<file path="config.mk">
export PLATFORM = sky130hd
export DESIGN_NAME = fpu_wb_queue_flat
export DESIGN_NICKNAME = d
export VERILOG_FILES = /design/src/rtl/fpu_wb_queue_pkg.sv /design/src/rtl/fpu_wb_queue_if.sv /design/src/rtl/fpu_wb_queue_mem.sv /design/src/rtl/fpu_wb_queue.sv /design/src/flat_wrapper.sv
export SDC_FILE = /design/constraint.sdc
export NUM_CORES = 1
export LEC_CHECK = 0
export ABC_AREA = 1
export CAP_MARGIN = 20
export CORE_ASPECT_RATIO = 0.6
export CORE_MARGIN = 2
export CORE_UTILIZATION = 50
export CTS_BUF_LIST = sky130_fd_sc_hd__clkbuf_4 sky130_fd_sc_hd__clkbuf_8
export CTS_CLUSTER_SIZE = 20
export DETAILED_ROUTE_END_ITERATION = 16
export GPL_ROUTABILITY_DRIVEN = 0
export MAX_ROUTING_LAYER = met4
export PLACE_DENSITY = 0.8
export SKIP_LAST_GASP = 1
export SLEW_MARGIN = 40
export SYNTH_ARGS = -nofsm -noshare
export SYNTH_HDL_FRONTEND = slang
export SYNTH_SLANG_ARGS = --single-unit
</file>
<file path="constraint.sdc">
create_clock -name clk -period 2.5 [get_ports clk]
set_clock_uncertainty 0.05 [all_clocks]
set_input_delay 0.5 -clock clk [delete_from_list [all_inputs] [get_ports clk]]
set_output_delay 0.5 -clock clk [all_outputs]
set_load 0.02 [all_outputs]
</file>
<file path="src/rtl/fpu_wb_queue_pkg.sv">
// fpu_pkg: shared types and constants for the FPU writeback queue.
//   FP_DATA_W / FP_REG_ADDR_W : result and register-index widths of a stored entry
//   fp_wb_entry_t             : one buffered FPU result
//   q_state_t / queue_state() : EMPTY / PARTIAL / FULL occupancy view derived from count
package fpu_pkg;

    localparam int FP_DATA_W     = 32;
    localparam int FP_REG_ADDR_W = 5;

    typedef struct packed {
        logic [FP_DATA_W-1:0]     result;
        logic [FP_REG_ADDR_W-1:0] rd;
        logic                     to_int;
        logic                     ovf;
    } fp_wb_entry_t;

    typedef enum logic [1:0] {
        Q_EMPTY   = 2'd0,
        Q_PARTIAL = 2'd1,
        Q_FULL    = 2'd2
    } q_state_t;

    function automatic q_state_t queue_state(input int cnt, input int depth);
        if (cnt == 0) begin
            return Q_EMPTY;
        end else if (cnt >= depth) begin
            return Q_FULL;
        end
        return Q_PARTIAL;
    endfunction

endpackage

</file>
<file path="src/rtl/fpu_wb_queue_if.sv">
// fpu_wb_queue_if: enqueue (FPU side) and dequeue (writeback side) handshake bundle.
//   in_valid/in_ready/in_result/in_ovf/in_rd/in_to_int : FPU result into the queue
//   out_valid/out_ready/out_result/out_rd/out_to_int   : head entry to register-file writeback
//   modport slave  : the queue
//   modport master : the surrounding pipeline (FPU producer + writeback consumer)
interface fpu_wb_queue_if #(
    parameter int DATA_W     = 32,
    parameter int REG_ADDR_W = 5
) ();

    logic                  in_valid;
    logic                  in_ready;
    logic [DATA_W-1:0]     in_result;
    logic                  in_ovf;
    logic [REG_ADDR_W-1:0] in_rd;
    logic                  in_to_int;

    logic                  out_valid;
    logic                  out_ready;
    logic [DATA_W-1:0]     out_result;
    logic [REG_ADDR_W-1:0] out_rd;
    logic                  out_to_int;

    modport slave (
        input  in_valid, in_result, in_ovf, in_rd, in_to_int, out_ready,
        output in_ready, out_valid, out_result, out_rd, out_to_int
    );

    modport master (
        output in_valid, in_result, in_ovf, in_rd, in_to_int, out_ready,
        input  in_ready, out_valid, out_result, out_rd, out_to_int
    );

endinterface

</file>
<file path="src/rtl/fpu_wb_queue_mem.sv">
// fpu_wb_mem: DEPTH x fp_wb_entry_t register array for the writeback queue.
//   clk, rstn          : clock, async active-low reset (clears every entry)
//   wr_en/wr_ptr/wr_data : single write port
//   rd_ptr/rd_data     : asynchronous read port (head entry)
//   tap_rd/tap_to_int  : per-entry destination taps for the decode hazard lookup
module fpu_wb_mem
    import fpu_pkg::*;
#(
    parameter  int DEPTH = 4,
    localparam int PTR_W = $clog2(DEPTH)
) (
    input  logic                                clk,
    input  logic                                rstn,
    input  logic                                wr_en,
    input  logic [PTR_W-1:0]                    wr_ptr,
    input  fp_wb_entry_t                        wr_data,
    input  logic [PTR_W-1:0]                    rd_ptr,
    output fp_wb_entry_t                        rd_data,
    output logic [DEPTH-1:0][FP_REG_ADDR_W-1:0] tap_rd,
    output logic [DEPTH-1:0]                    tap_to_int
);

    fp_wb_entry_t mem [DEPTH];

    always_ff @(posedge clk or negedge rstn) begin
        if (!rstn) begin
            for (int i = 0; i < DEPTH; i++) begin
                mem[i] <= '0;
            end
        end else if (wr_en) begin
            mem[wr_ptr] <= wr_data;
        end
    end

    assign rd_data = mem[rd_ptr];

    for (genvar g = 0; g < DEPTH; g++) begin : g_tap
        assign tap_rd[g]     = mem[g].rd;
        assign tap_to_int[g] = mem[g].to_int;
    end

endmodule

</file>
<file path="src/rtl/fpu_wb_queue.sv">
// fpu_wb_queue: in-order result buffer between the combinational FPU and the
// register-file writeback port.
//   clk, rstn    : clock, async active-low reset
//   wb (slave)   : in_* enqueue handshake from the FPU, out_* head entry to writeback
//   flush        : drop all entries (and any same-cycle input)
//   ovf_sticky   : OR of in_ovf over accepted results; ovf_clr clears it (set wins)
//   hz_rs/hz_hit : decode RAW lookup against pending float-file destinations
//   count        : number of stored entries
// Optional build macro FPU_WB_BYPASS_EN: an empty queue with a ready consumer
// forwards in_* straight to out_* in the same cycle without storing the entry.
// The entry struct is sized from fpu_pkg; DATA_W/REG_ADDR_W must match it.
module fpu_wb_queue
    import fpu_pkg::*;
#(
    parameter  int DEPTH      = 4,
    parameter  int DATA_W     = FP_DATA_W,
    parameter  int REG_ADDR_W = FP_REG_ADDR_W,
    localparam int PTR_W      = $clog2(DEPTH),
    localparam int CNT_W      = $clog2(DEPTH + 1)
) (
    input  logic                  clk,
    input  logic                  rstn,
    fpu_wb_queue_if.slave         wb,
    input  logic                  flush,
    output logic                  ovf_sticky,
    input  logic                  ovf_clr,
    input  logic [REG_ADDR_W-1:0] hz_rs,
    output logic                  hz_hit,
    output logic [CNT_W-1:0]      count
);

    logic [PTR_W-1:0]                    head;
    logic [PTR_W-1:0]                    tail;
    q_state_t                            q_state;
    fp_wb_entry_t                        wr_entry;
    fp_wb_entry_t                        head_entry;
    logic [DATA_W-1:0]                   head_result;
    logic [DEPTH-1:0][FP_REG_ADDR_W-1:0] tap_rd;
    logic [DEPTH-1:0]                    tap_to_int;
    logic [DEPTH-1:0]                    hit_vec;
    logic                                enq;
    logic                                deq;
    logic                                bypass_take;
    logic                                push;
    logic                                pop;
    logic                                unused_ovf;

    assign q_state = queue_state(int'(count), DEPTH);

`ifdef FPU_WB_BYPASS_EN
    assign bypass_take = (q_state == Q_EMPTY) && wb.in_valid && wb.out_ready && !flush;
`else
    assign bypass_take = 1'b0;
`endif

    // in_ready depends only on registered count, never on out_ready.
    assign wb.in_ready = (q_state != Q_FULL);

`ifdef FPU_WB_BYPASS_EN
    assign wb.out_valid = (q_state != Q_EMPTY) || bypass_take;
`else
    assign wb.out_valid = (q_state != Q_EMPTY);
`endif

    assign enq = wb.in_valid && wb.in_ready;
    assign deq = wb.out_valid && wb.out_ready;

    // A bypassed entry is handed over without touching storage; flush wins over both sides.
    assign push = enq && !bypass_take && !flush;
    assign pop  = deq && (q_state != Q_EMPTY) && !flush;

    always_comb begin
        wr_entry        = '0;
        wr_entry.result = wb.in_result;
        wr_entry.rd     = wb.in_rd;
        wr_entry.to_int = wb.in_to_int;
        wr_entry.ovf    = wb.in_ovf;
    end

    fpu_wb_mem #(
        .DEPTH (DEPTH)
    ) u_mem (
        .clk        (clk),
        .rstn       (rstn),
        .wr_en      (push),
        .wr_ptr     (tail),
        .wr_data    (wr_entry),
        .rd_ptr     (head),
        .rd_data    (head_entry),
        .tap_rd     (tap_rd),
        .tap_to_int (tap_to_int)
    );

    // The per-entry overflow bit travels with the entry but only the sticky flag consumes it.
    assign unused_ovf  = head_entry.ovf;
    assign head_result = head_entry.result;

    always_comb begin
        wb.out_result = head_result;
        wb.out_rd     = head_entry.rd;
        wb.out_to_int = head_entry.to_int;
`ifdef FPU_WB_BYPASS_EN
        if (bypass_take) begin
            wb.out_result = wb.in_result;
            wb.out_rd     = wb.in_rd;
            wb.out_to_int = wb.in_to_int;
        end
`endif
    end

    always_ff @(posedge clk or negedge rstn) begin
        if (!rstn) begin
            head  <= '0;
            tail  <= '0;
            count <= '0;
        end else if (flush) begin
            head  <= '0;
            tail  <= '0;
            count <= '0;
        end else begin
            if (push) begin
                tail <= tail + PTR_W'(1);
            end
            if (pop) begin
                head <= head + PTR_W'(1);
            end
            case ({push, pop})
                2'b10:   count <= count + CNT_W'(1);
                2'b01:   count <= count - CNT_W'(1);
                default: count <= count;
            endcase
        end
    end

    // An input dropped by a same-cycle flush was never accepted, so it does not set the flag.
    always_ff @(posedge clk or negedge rstn) begin
        if (!rstn) begin
            ovf_sticky <= 1'b0;
        end else if (enq && wb.in_ovf && !flush) begin
            ovf_sticky <= 1'b1;
        end else if (ovf_clr) begin
            ovf_sticky <= 1'b0;
        end
    end

    // Slot g holds a live entry when its distance from head (mod DEPTH) is below count;
    // stale storage left behind by dequeues or flush must not raise a hazard.
    for (genvar g = 0; g < DEPTH; g++) begin : g_hit
        logic [PTR_W-1:0] ofs;
        logic             live;
        assign ofs        = PTR_W'(g) - head;
        assign live       = (CNT_W'(ofs) < count);
        assign hit_vec[g] = live && !tap_to_int[g] && (tap_rd[g] == hz_rs);
    end

`ifdef FPU_WB_BYPASS_EN
    assign hz_hit = (|hit_vec) ||
                    (wb.in_valid && !bypass_take && !wb.in_to_int && (wb.in_rd == hz_rs));
`else
    assign hz_hit = |hit_vec;
`endif

endmodule

</file>
<file path="src/flat_wrapper.sv">
// flat-port wrapper written by rule: the top's interface ports become plain ports
module fpu_wb_queue_flat import fpu_pkg::*;
#(
    parameter  int DEPTH      = 4,
    parameter  int DATA_W     = FP_DATA_W,
    parameter  int REG_ADDR_W = FP_REG_ADDR_W,
    localparam int PTR_W      = $clog2(DEPTH),
    localparam int CNT_W      = $clog2(DEPTH + 1)
)
  (clk, rstn, flush, ovf_sticky, ovf_clr, hz_rs, hz_hit, count, wb_in_valid, wb_in_result, wb_in_ovf, wb_in_rd, wb_in_to_int, wb_out_ready, wb_in_ready, wb_out_valid, wb_out_result, wb_out_rd, wb_out_to_int);
  fpu_wb_queue_if #(.DATA_W(DATA_W), .REG_ADDR_W(REG_ADDR_W)) wb_i ();
  input  logic clk;
  input  logic rstn;
  input  logic flush;
  output logic ovf_sticky;
  input  logic ovf_clr;
  input  logic [REG_ADDR_W-1:0] hz_rs;
  output logic hz_hit;
  output logic [CNT_W-1:0] count;
  input wire logic [$bits(wb_i.in_valid)-1:0] wb_in_valid;
  input wire logic [$bits(wb_i.in_result)-1:0] wb_in_result;
  input wire logic [$bits(wb_i.in_ovf)-1:0] wb_in_ovf;
  input wire logic [$bits(wb_i.in_rd)-1:0] wb_in_rd;
  input wire logic [$bits(wb_i.in_to_int)-1:0] wb_in_to_int;
  input wire logic [$bits(wb_i.out_ready)-1:0] wb_out_ready;
  output wire logic [$bits(wb_i.in_ready)-1:0] wb_in_ready;
  output wire logic [$bits(wb_i.out_valid)-1:0] wb_out_valid;
  output wire logic [$bits(wb_i.out_result)-1:0] wb_out_result;
  output wire logic [$bits(wb_i.out_rd)-1:0] wb_out_rd;
  output wire logic [$bits(wb_i.out_to_int)-1:0] wb_out_to_int;
  assign wb_i.in_valid = wb_in_valid;
  assign wb_i.in_result = wb_in_result;
  assign wb_i.in_ovf = wb_in_ovf;
  assign wb_i.in_rd = wb_in_rd;
  assign wb_i.in_to_int = wb_in_to_int;
  assign wb_i.out_ready = wb_out_ready;
  assign wb_in_ready = wb_i.in_ready;
  assign wb_out_valid = wb_i.out_valid;
  assign wb_out_result = wb_i.out_result;
  assign wb_out_rd = wb_i.out_rd;
  assign wb_out_to_int = wb_i.out_to_int;
  fpu_wb_queue #(.DEPTH(DEPTH), .DATA_W(DATA_W), .REG_ADDR_W(REG_ADDR_W)) u_core (.clk(clk), .rstn(rstn), .wb(wb_i), .flush(flush), .ovf_sticky(ovf_sticky), .ovf_clr(ovf_clr), .hz_rs(hz_rs), .hz_hit(hz_hit), .count(count));
endmodule
</file>
==> results of run 1 <==
==> cell type report <==
cell class / instances / area share, %
Inverter: 73 / 3.10
Timing Repair Buffer: 135 / 14.1
Clock inverter: 15 / 1.59
Tap cell: 203 / 2.72
Multi-Input combinational cell: 585 / 33.0
Clock buffer: 17 / 2.51
Sequential cell: 160 / 42.9
==> logic make-up after synthesis <==
logic type	Yosys count
flops	160
fa+ha+maj	9
simple gates	357
compound gates	219
buf+inv	130
==> state kept, by name (all words and copies together) (netlist names) <==
register,count
u_core.count,3
u_core.tail,2
u_core.ovf_sticky,1
u_core.u_mem.mem,128
u_core.u_mem.tap_rd,20
u_core.head,2
u_core.u_mem.tap_to_int,4
==> path summary, 6_finish.rpt <==
path	start	end	slack (ps)	cells after the start
worst max-delay path	u_core.head[0]	hz_hit	-140	11
worst min-delay path	u_core.u_mem.mem[116]	u_core.u_mem.mem[116]	440	2
worst max register to register	u_core.count[2]	u_core.count[1]	660	8
worst min register to register	u_core.u_mem.mem[116]	u_core.u_mem.mem[116]	440	2
max in group asynchronous	rstn	u_core.u_mem.mem[17]	1170	3
min in group asynchronous	rstn	u_core.u_mem.tap_rd[10]	510	2
==> what timing repair did <==
item                                   in CTS  in global routing
cloned                                      0                  1
setup buffers                               0                 10
gates resized for setup                   116                 60
setup endpoints to repair                  39                 40
pin swaps                                   0                 14
hold buffers                                1                  0
endpoints found under the hold margin      45                  0
==> cell usage in the layout, fill, tap and decap left out, types with 23 or more instances in the layout <==
cell / netlist / routed
dfrtp_1: 160 / 158
o21ai_2: 40 / 40
clkdlybuf4s50_1: 0 / 53
o21ai_0: 38 / 38
nand2_1: 216 / 214
nand3_1: 106 / 106
buf_4: 3 / 23
o21ai_1: 89 / 89
inv_1: 70 / 66
a22oi_1: 37 / 37
nor2_1: 27 / 23
==> routing by layer <==
layer  up-vias  global-route usage (%)  part of all wire, %
met5         -                       -                    0
met2       241                    35.1                   44
met3        17                    4.34                  7.2
met1      3059                    36.9                   48
li1       3120                       -                    -
met4         0                    5.47                 0.75
==> critical path, cell delays in order (launching register included) <==
cell,delay [ps]
dfrtp_1,420
inv_2,120
nor2_4,60
inv_2,60
nand2_4,70
ha_4,260
a21oi_2,50
nor2_2,170
nor2_1,60
nor2_1,150
nand2_1,80
buf_6,130
==> per-stage QoR <==
stage	cells	cell area (sq um)	utilization [%]	hold slack, ps
floorplan	875	7700	-	154
global placement	1144	8850	58.3	415
detailed placement	1144	8850	58.3	419
CTS	1177	9300	61.2	440
global route	1188	9340	61.4	460
finish	1188	9340	61.4	441
==> power breakdown <==
| part | internal [uW] | switching (uW) |
|---|---|---|
| Sequential | 3690 | 711 |
| Combinational | 2080 | 2930 |
| Clock | 819 | 1060 |
| Total | 6590 | 4700 |
==> results.toml, run 1 <==
[logic_synthesis]
ys.flop_type = "dfrtp_1"
yosysTopAreaCell = "dfrtp_1"
asyncSetResetFlopFracSynth_pct = 100
yosys.area_share.simple_pct = 19.8
post_synth_fa_ha_maj_area_fraction_pct = 1.56
yosys-mux-area-fraction_pct = 0
synthesis.area_sq_um = 7700
number_of_cells_produced_by_synthesis = 875
postSynthAreaPerCell_sq_um = 8.80
yosys-top-cells-count = "nand2_1, dfrtp_1, nand3_1, o21ai_1, inv_1"
synth_top_family_by_area = "simple AND/OR/NAND/NOR gates"
synth.yosys.seq_area_share_pct = 52.0
ys_seq_elements = 160
synth_enable_flop_cells = 0
fraction_of_the_mapped_netlist_area_in_compound_gates_pct = 17.7
ys_types = 27
post-synth-top-area-fraction_pct = 52.0
synth_area_in_xor_xnor_pct = 0
yosys_warnings = 0
synthesis.nets = 934
biggest_area_contributors_in_the_synthesized_netlist = "dfrtp_1, nand2_1, nand3_1"
synth.most_common_cell = "nand2_1"

[power]
p_leak_uw = 0.00449
totalPowerFinal_uw = 11300
powerDensity_nw_per_um2 = 1210
power.ir.vdd_worst_mv = 0.487

[sta]
timing_hold_violations_final = 0
worst_slew_pin_slew_ps = 462
rsz0062_at_grt = "true"
final_max_slew_viol_count = 0
finalSetupTns_ps = -447
timing.final.crit_period_ps = 2640
maxClockFrequency_mhz = 380
timing.max_slew.rel_slack_pct = 69.2
postLayoutSetupSlackWorst_ps = -135
period_share_pct = 105
setup_viol_count_final = 10

[clocking]
clock_tree.htree_level_count = 4
ctsRootBufferMaster = "clkbuf_8"
clock_path_buffers = 2
cts_num_sinks = 160
cts_tree = "built"
insertion_delay_ps = 440
cts_made_buffers = 17
clk_transition_reported_paths_ps = 90

[detailed_routing]
route.final.wire_length_mm = 18.9
route.vias.total = 6437
drcViolationCount = 0
drt-vias-per-instance = 5.42
wl_per_cell_um = 15.9
drt-initial-drc-count = 650
firstDrtPassIters = 5
antenna_violating_nets_post_route = 0

[layout]
final_layout_size_suffix_gt1_share_pct = 18.1
seq_area_sq_um = 4010
area_of_the_multi_input_gates_sq_um = 3080
layout.filler_cells = 1276
final_nets = 1031
antenna_cells_inserted = 0
layout-area-overhead-vs-synth_pct = 21.2

[global_route]
global_route.usage.total_pct = 24.6
gr-total-overflow = 0
antenna_found_initial = 0
maximum_number_of_pins_on_one_net_before_global_route_repair = 77
first_global_vias = 6040
grt_first_pass_wirelength_mm = 31.0

[floorplan]
placement_rows = 35
placeableCoreArea_sq_um = 15200
die_height_um = 100
initial_core_util_pct = 50.7
design.portCount = 95
design.die.area_sq_um = 16400
die_w_um = 164

[placement]
placement.io_buffers = 94
post-place-ws_ps = -353
dpl.hpwl_mm = 12.1

[setup_path]
path_max_fanout = 4
critical_path_class = "reg -> out"
endpoint_kind = "output pin"
data_arrival_time_of_the_critical_path_ps = 2090
cp.required_ps = 1950
startpoint_type = "flop"

[worst_hold_path]
class_of_the_worst_hold_path = "reg -> reg"

[outcome]
violations = "negative setup slack"
result_of_the_run = "complete, but fails checks"

[flow_run]
cap_viol_max_count = 0
Power figures use the tool's default switching activity.
==> inputs of run 2 (changes only) <==
--- a/config.mk
+++ b/config.mk
@@ -6,6 +6,7 @@
 export NUM_CORES = 1
 export LEC_CHECK = 0
 export ABC_AREA = 1
+export ABC_CLOCK_PERIOD_IN_PS = 2500
 export CAP_MARGIN = 20
 export CORE_ASPECT_RATIO = 0.6
 export CORE_MARGIN = 2
==> results of run 2 <==
No change in the layout: final DEF, timing and power equal those of run 1.
==> inputs of run 3 (changes only) <==
--- a/config.mk
+++ b/config.mk
@@ -12,7 +12,8 @@
 export CORE_MARGIN = 2
 export CORE_UTILIZATION = 50
 export CTS_BUF_LIST = sky130_fd_sc_hd__clkbuf_4 sky130_fd_sc_hd__clkbuf_8
-export CTS_CLUSTER_SIZE = 20
+export CTS_CLUSTER_DIAMETER = 60
+export CTS_CLUSTER_SIZE = 8
 export DETAILED_ROUTE_END_ITERATION = 16
 export GPL_ROUTABILITY_DRIVEN = 0
 export MAX_ROUTING_LAYER = met4
==> results of run 3 <==
No change in the layout: final DEF, timing and power equal those of run 1.
